--- src/rtl/seven_seg_capture_if.sv ---
// Bundle of display-bus pins and decoded results for the seven-segment capture block.
// The master side drives the multiplexed display pins and observes the decoded view;
// the slave side is the capture block itself.
interface seven_seg_capture_if #(
  parameter int NUM_DIGITS = 4
);
  logic [7:0]              seg_n;
  logic [NUM_DIGITS-1:0]   an_n;
  logic [4*NUM_DIGITS-1:0] digits;
  logic [NUM_DIGITS-1:0]   valid;
  logic [NUM_DIGITS-1:0]   err;
  logic [NUM_DIGITS-1:0]   dp;
  logic                    update;

  modport master (
    output seg_n, an_n,
    input  digits, valid, err, dp, update
  );

  modport slave (
    input  seg_n, an_n,
    output digits, valid, err, dp, update
  );
endinterface

--- src/rtl/seven_seg_capture.sv ---
// Seven-segment display capture: synchronizes a multiplexed active-low display bus,
// waits for each digit pattern to be stable, then decodes it back to a hex value.
// Illegal patterns raise a per-digit error flag; a blank pattern clears valid only.
module seven_seg_capture #(
  parameter int NUM_DIGITS = 4,
  parameter int STABLE_CNT = 4
) (
  input  logic              clk,
  input  logic              rst,
  seven_seg_capture_if.slave bus
);

  localparam int CNT_W = $clog2(STABLE_CNT + 1);

  typedef enum logic [1:0] {
    IDLE,
    QUAL,
    HOLD
  } state_t;

  state_t state;
  state_t next_state;

  logic [CNT_W-1:0]        cnt;
  logic [CNT_W-1:0]        next_cnt;
  logic                    commit;

  logic [7:0]              seg_s1;
  logic [7:0]              seg_s2;
  logic [7:0]              seg_prev;
  logic [NUM_DIGITS-1:0]   an_s1;
  logic [NUM_DIGITS-1:0]   an_s2;
  logic [NUM_DIGITS-1:0]   an_prev;

  logic [NUM_DIGITS-1:0]   sel;
  logic                    qualifies;
  logic                    same;

  logic [3:0]              dec_val;
  logic                    dec_legal;
  logic                    dec_blank;

  logic [4*NUM_DIGITS-1:0] digits_r;
  logic [NUM_DIGITS-1:0]   valid_r;
  logic [NUM_DIGITS-1:0]   err_r;
  logic [NUM_DIGITS-1:0]   dp_r;
  logic                    update_r;

  // Two-flop synchronizer on the asynchronous pins plus a copy of the previous sample
  always_ff @(posedge clk or posedge rst) begin
    if (rst) begin
      seg_s1   <= '0;
      seg_s2   <= '0;
      seg_prev <= '0;
      an_s1    <= '0;
      an_s2    <= '0;
      an_prev  <= '0;
    end else begin
      seg_s1   <= bus.seg_n;
      seg_s2   <= seg_s1;
      seg_prev <= seg_s2;
      an_s1    <= bus.an_n;
      an_s2    <= an_s1;
      an_prev  <= an_s2;
    end
  end

  // A sample qualifies only with exactly one digit select active
  always_comb begin
    sel       = ~an_s2;
    qualifies = ($countones(sel) == 1);
    same      = (seg_s2 == seg_prev) && (an_s2 == an_prev);
  end

  // Pattern decoder; only the segment field matters, the dp bit is handled separately
  always_comb begin
    dec_val   = 4'h0;
    dec_legal = 1'b1;
    dec_blank = 1'b0;
    case (seg_s2[6:0])
      7'h40:   dec_val = 4'h0;
      7'h79:   dec_val = 4'h1;
      7'h24:   dec_val = 4'h2;
      7'h30:   dec_val = 4'h3;
      7'h19:   dec_val = 4'h4;
      7'h12:   dec_val = 4'h5;
      7'h02:   dec_val = 4'h6;
      7'h78:   dec_val = 4'h7;
      7'h00:   dec_val = 4'h8;
      7'h10:   dec_val = 4'h9;
      7'h08:   dec_val = 4'hA;
      7'h03:   dec_val = 4'hB;
      7'h46:   dec_val = 4'hC;
      7'h21:   dec_val = 4'hD;
      7'h06:   dec_val = 4'hE;
      7'h0E:   dec_val = 4'hF;
      7'h7F: begin
        dec_legal = 1'b0;
        dec_blank = 1'b1;
      end
      default: dec_legal = 1'b0;
    endcase
  end

  // State and run-length register for the stability qualifier
  always_ff @(posedge clk or posedge rst) begin
    if (rst) begin
      state <= IDLE;
      cnt   <= '0;
    end else begin
      state <= next_state;
      cnt   <= next_cnt;
    end
  end

  // Run tracking: cnt counts consecutive identical qualifying samples; the commit fires
  // on the edge after the run has reached its full length, and HOLD blocks a re-commit
  always_comb begin
    next_state = state;
    next_cnt   = cnt;
    commit     = 1'b0;
    case (state)
      IDLE: begin
        if (qualifies) begin
          next_state = QUAL;
          next_cnt   = CNT_W'(1);
        end
      end
      QUAL: begin
        if (!qualifies) begin
          next_state = IDLE;
          next_cnt   = '0;
        end else if (!same) begin
          next_cnt   = CNT_W'(1);
        end else if (cnt == CNT_W'(STABLE_CNT)) begin
          next_state = HOLD;
          commit     = 1'b1;
        end else begin
          next_cnt   = cnt + CNT_W'(1);
        end
      end
      HOLD: begin
        if (!qualifies) begin
          next_state = IDLE;
          next_cnt   = '0;
        end else if (!same) begin
          next_state = QUAL;
          next_cnt   = CNT_W'(1);
        end
      end
      default: begin
        next_state = IDLE;
        next_cnt   = '0;
      end
    endcase
  end

  // Commit the decoded pattern into the selected digit only; other digits keep their state
  always_ff @(posedge clk or posedge rst) begin
    if (rst) begin
      digits_r <= '0;
      valid_r  <= '0;
      err_r    <= '0;
      dp_r     <= '0;
      update_r <= 1'b0;
    end else begin
      update_r <= commit;
      if (commit) begin
        for (int i = 0; i < NUM_DIGITS; i++) begin
          if (sel[i]) begin
            dp_r[i] <= ~seg_s2[7];
            if (dec_legal) begin
              digits_r[4*i +: 4] <= dec_val;
              valid_r[i]         <= 1'b1;
              err_r[i]           <= 1'b0;
            end else begin
              valid_r[i]         <= 1'b0;
              err_r[i]           <= ~dec_blank;
            end
          end
        end
      end
    end
  end

  assign bus.digits = digits_r;
  assign bus.valid  = valid_r;
  assign bus.err    = err_r;
  assign bus.dp     = dp_r;
  assign bus.update = update_r;

endmodule

--- src/flat_wrapper.sv ---
// flat-port wrapper written by rule: the top's interface ports become plain ports
module seven_seg_capture_flat 
#(
  parameter int NUM_DIGITS = 4,
  parameter int STABLE_CNT = 4
)
  (clk, rst, bus_seg_n, bus_an_n, bus_digits, bus_valid, bus_err, bus_dp, bus_update);
  seven_seg_capture_if #(.NUM_DIGITS(NUM_DIGITS)) bus_i ();
  input  logic clk;
  input  logic rst;
  input wire logic [$bits(bus_i.seg_n)-1:0] bus_seg_n;
  input wire logic [$bits(bus_i.an_n)-1:0] bus_an_n;
  output wire logic [$bits(bus_i.digits)-1:0] bus_digits;
  output wire logic [$bits(bus_i.valid)-1:0] bus_valid;
  output wire logic [$bits(bus_i.err)-1:0] bus_err;
  output wire logic [$bits(bus_i.dp)-1:0] bus_dp;
  output wire logic [$bits(bus_i.update)-1:0] bus_update;
  assign bus_i.seg_n = bus_seg_n;
  assign bus_i.an_n = bus_an_n;
  assign bus_digits = bus_i.digits;
  assign bus_valid = bus_i.valid;
  assign bus_err = bus_i.err;
  assign bus_dp = bus_i.dp;
  assign bus_update = bus_i.update;
  seven_seg_capture #(.NUM_DIGITS(NUM_DIGITS), .STABLE_CNT(STABLE_CNT)) u_core (.clk(clk), .rst(rst), .bus(bus_i));
endmodule
--- config.mk ---
export PLATFORM = sky130hd
export DESIGN_NAME = seven_seg_capture_flat
export DESIGN_NICKNAME = d
export VERILOG_FILES = /design/src/rtl/seven_seg_capture_if.sv /design/src/rtl/seven_seg_capture.sv /design/src/flat_wrapper.sv
export SDC_FILE = /design/constraint.sdc
export NUM_CORES = 1
export LEC_CHECK = 0
export ABC_AREA = 1
export BUFFER_PORTS_ARGS = -buffer_cell sky130_fd_sc_hd__buf_2
export CAP_MARGIN = 20
export CELL_PAD_IN_SITES_DETAIL_PLACEMENT = 0
export CELL_PAD_IN_SITES_GLOBAL_PLACEMENT = 1
export CORE_MARGIN = 8
export CORE_UTILIZATION = 39
export DETAILED_ROUTE_END_ITERATION = 7
export PLACE_DENSITY = 0.8
export SYNTH_ARGS = -nofsm -noshare
export SYNTH_HDL_FRONTEND = slang
export SYNTH_SLANG_ARGS = --single-unit
--- constraint.sdc ---
create_clock -name clk -period 2.7 [get_ports clk]
set_input_delay 0.135 -clock clk [delete_from_list [all_inputs] [get_ports clk]]
set_output_delay 0.135 -clock clk [all_outputs]
set_load 0.01 [all_outputs]
==> impl_results.md <==
- Status: completed
- Peak supply drop: 0.3147 mV
- Placed wire-length estimate: 4896 µm
- Syn_nets: 345
- HP Class: reg2reg
- Area share of the largest cell type after synthesis: 58.60%
- Static Leak: 2.084 nW
- DRC errors left: 0
- Critical Path End Type: register
- Die area: 10720 µm²
- Largest net degree at the start of global routing: 26
- Max Fclk: 0.3782 GHz
- Total routed wirelength: 6805 µm
- Clk root buf: clkbuf_8
- Crit path cell chain: inv_2, ha_4, ha_4, fa_1, nand3b_4, nor3_2, buf_4, clkinvlp_4, nor2_4, nand3_4, buf_4, nand2_1
- Initial antenna violation count: 0
- Clock Path Buffers: 2
- Post-synthesis register bit count: 70
- Slowest cell on crit path: fa_1
- Vias per cell: 4.597
- DR iter-0 viols: 53
- Asr flop ratio synth: 100.0%
- Warnings from Yosys: 0
- Worst skew pair latency: 0.35 ns
- Routability cong.: 0.8380
- Via count: 2349
- Synth area leaders: dfrtp_1 59%, nand2_1 16%, inv_1 3.5%
- Post-DRT Antenna Nets: 0
- Worst EP required: 2.99 ns
- TritonCTS Buffers: 9
- Crit path launch type: register
- Die Ht: 103.5 µm
- Core area: 7567 µm²
- RSZ-0062 raised after global routing: true
- TritonCTS clock tree: yes
- Post-route cell area: 3795 µm²
- Critical path peak fanout: 5
- I/O pin count: 43
- Max Cap Viol: 0
- Cells after synthesis: 325
- Initial Utilization: 39.50%
- Clock-pin slew on the worst setup and hold paths: 0.08 ns
- Crit path kind: reg2reg
- Vias in the first global route: 2349
- # H-tree levels: 3
- Max-slew headroom at the worst pin: 64.74%
- Most common cell in the synthesized netlist: nand2_1
- DP Area: 3379 µm²
- Final min period: 2.644 ns
- Drt wl/cell: 13.32 µm
- Worst Tran Pin Value: 0.5282 ns
- Final Max Tran Viols: 0
- DRT Pass-1 Iters: 4
- Number of enable-type register cells in the synthesized netlist: 0
- Hold slack: 0.3507 ns
- Setup Skew: 0.01357 ns
- Mapped Area: 2989 µm²
- Synth cell count leaders: 127 x nand2_1, 70 x dfrtp_1, 28 x inv_1, 21 x nand3_1, 20 x nor2_1
- Synth Area per Inst: 9.197 µm²
- DIE WIDTH: 103.5 µm
- FP Rows: 32
- Synth area leader: dfrtp_1
- Share of cells above drive strength 1: 26.16%
- Port Buffers: 42
- Clock sinks: 70
- GR Util All Layers: 12.85%
- Final-report hold violation count: 0
- Tcrit/Tclk final: 97.92%
- PD cells: 570.3 nW/µm²
- Distinct cell type count after synthesis: 24
- Nets: 424
- Layout area overhead: 26.96%
- Post-synthesis sequential area ratio: 58.60%
- Grt ovf: 0
- CP peak stage delay: 0.44 ns
- Critical Path AT: 2.94 ns
- Ys flop type: dfrtp_1
- First-pass GRT wire length: 11210 µm
- Ant diodes: 0
- Final setup violation count: 0
[where the power goes]
group | internal (mW) | leakage (nW) | switching, mW
combinational | 0.113 | 1.10 | 0.172
clock | 0.334 | 0.0894 | 0.413
sequential | 1.10 | 0.890 | 0.0356
[registers in the layout, summed over array words and instances (netlist names)]
signal and flops:
u_core.seg_s1 8, u_core.bus.dp 4, u_core.seg_s2 8, u_core.seg_prev 8
u_core.an_s2 4, u_core.state 2, u_core.bus.err 4, u_core.an_prev 4
u_core.cnt 3, u_core.bus.update 1, u_core.bus.valid 4, u_core.bus.digits 16
u_core.an_s1 4
[metrics by stage]
stage	cells	utilization [%]	worst slack [ns]	power, mW	TNS (ns)
finish	511	50.15	0.05605	2.164	0
global route	511	50.15	-0.05868	2.268	-0.6922
CTS	505	48.73	0.009422	2.165	0
detailed placement	476	44.66	0.01705	1.401	0
global placement	476	44.66	0.1106	1.397	0
floorplan	325	-	0.1140	1.325	0
[final cells by class]
class / instances / area (µm²)
Fill cell: 732 / 3772
Sequential cell: 70 / 1752
Multi-Input combinational cell: 223 / 1181
Timing Repair Buffer: 68 / 437.9
Tap cell: 102 / 127.6
Clock buffer: 9 / 123.9
Inverter: 32 / 123.9
Clock inverter: 7 / 48.80
[critical path: cells and delay by family, from the launching register on]
kind	cells	cell delay (ns)
fa+ha+maj	3	0.80
simple gates	5	0.77
buf+inv	4	0.61
flops	1	0.42
[cells by family after synthesis]
kind of cell,count (synthesis),synth area share (%)
flip-flops,70,58.60
adder cells (fa/ha/maj),6,2.763
AO/OA/AOI/OAI,9,1.507
XOR/XNOR,5,1.465
AND/OR/NAND/NOR,202,31.39
buffers and inverters,33,4.269
[path summary, 6_finish.rpt]
kind                                            end              from  slack [ns]  cells after the start
worst min register to register     u_core.seg_s2[1]  u_core.seg_s1[1]        0.35                      0
min in group asynchronous           u_core.an_s2[1]               rst        0.36                      3
worst min-delay path               u_core.seg_s2[1]  u_core.seg_s1[1]        0.35                      0
max in group asynchronous           u_core.state[0]               rst        1.60                      4
worst max register to register  u_core.bus.valid[2]   u_core.an_s2[3]        0.06                     12
worst max-delay path            u_core.bus.valid[2]   u_core.an_s2[3]        0.06                     12
[placed cells by master (no fill, tap or decap), types with 5 or more instances in the layout]
cell	synthesis	final
nand2_1	127	125
dfrtp_1	70	70
buf_2	0	42
inv_1	28	25
nand3_1	21	21
nor2_1	20	20
dlygate4sd3_1	0	13
buf_4	1	13
clkbuf_8	0	9
nor2_2	9	8
inv_2	4	6
nor3_1	7	6
xnor2_1	5	5
nand2_2	3	5
[layer usage]
layer | wire (µm) | up-vias | track usage, %
met1 | 3159 | 1111 | 15.87
li1 | - | 1181 | -
met5 | 0 | - | 0
met2 | 3247 | 45 | 20.35
met3 | 277 | 12 | 3.779
met4 | 120 | 0 | 5.666
[timing repair]
item / CTS / global route
endpoints found under the setup margin: 3 / 30
hold endpoints to repair: 35 / 0
hold buffers: 13 / 0
pin swaps: 1 / 4
cloned: 0 / 1
setup buffers: 0 / 5
resized for setup: 1 / 10
No activity file was read; power rests on OpenSTA's default activity.
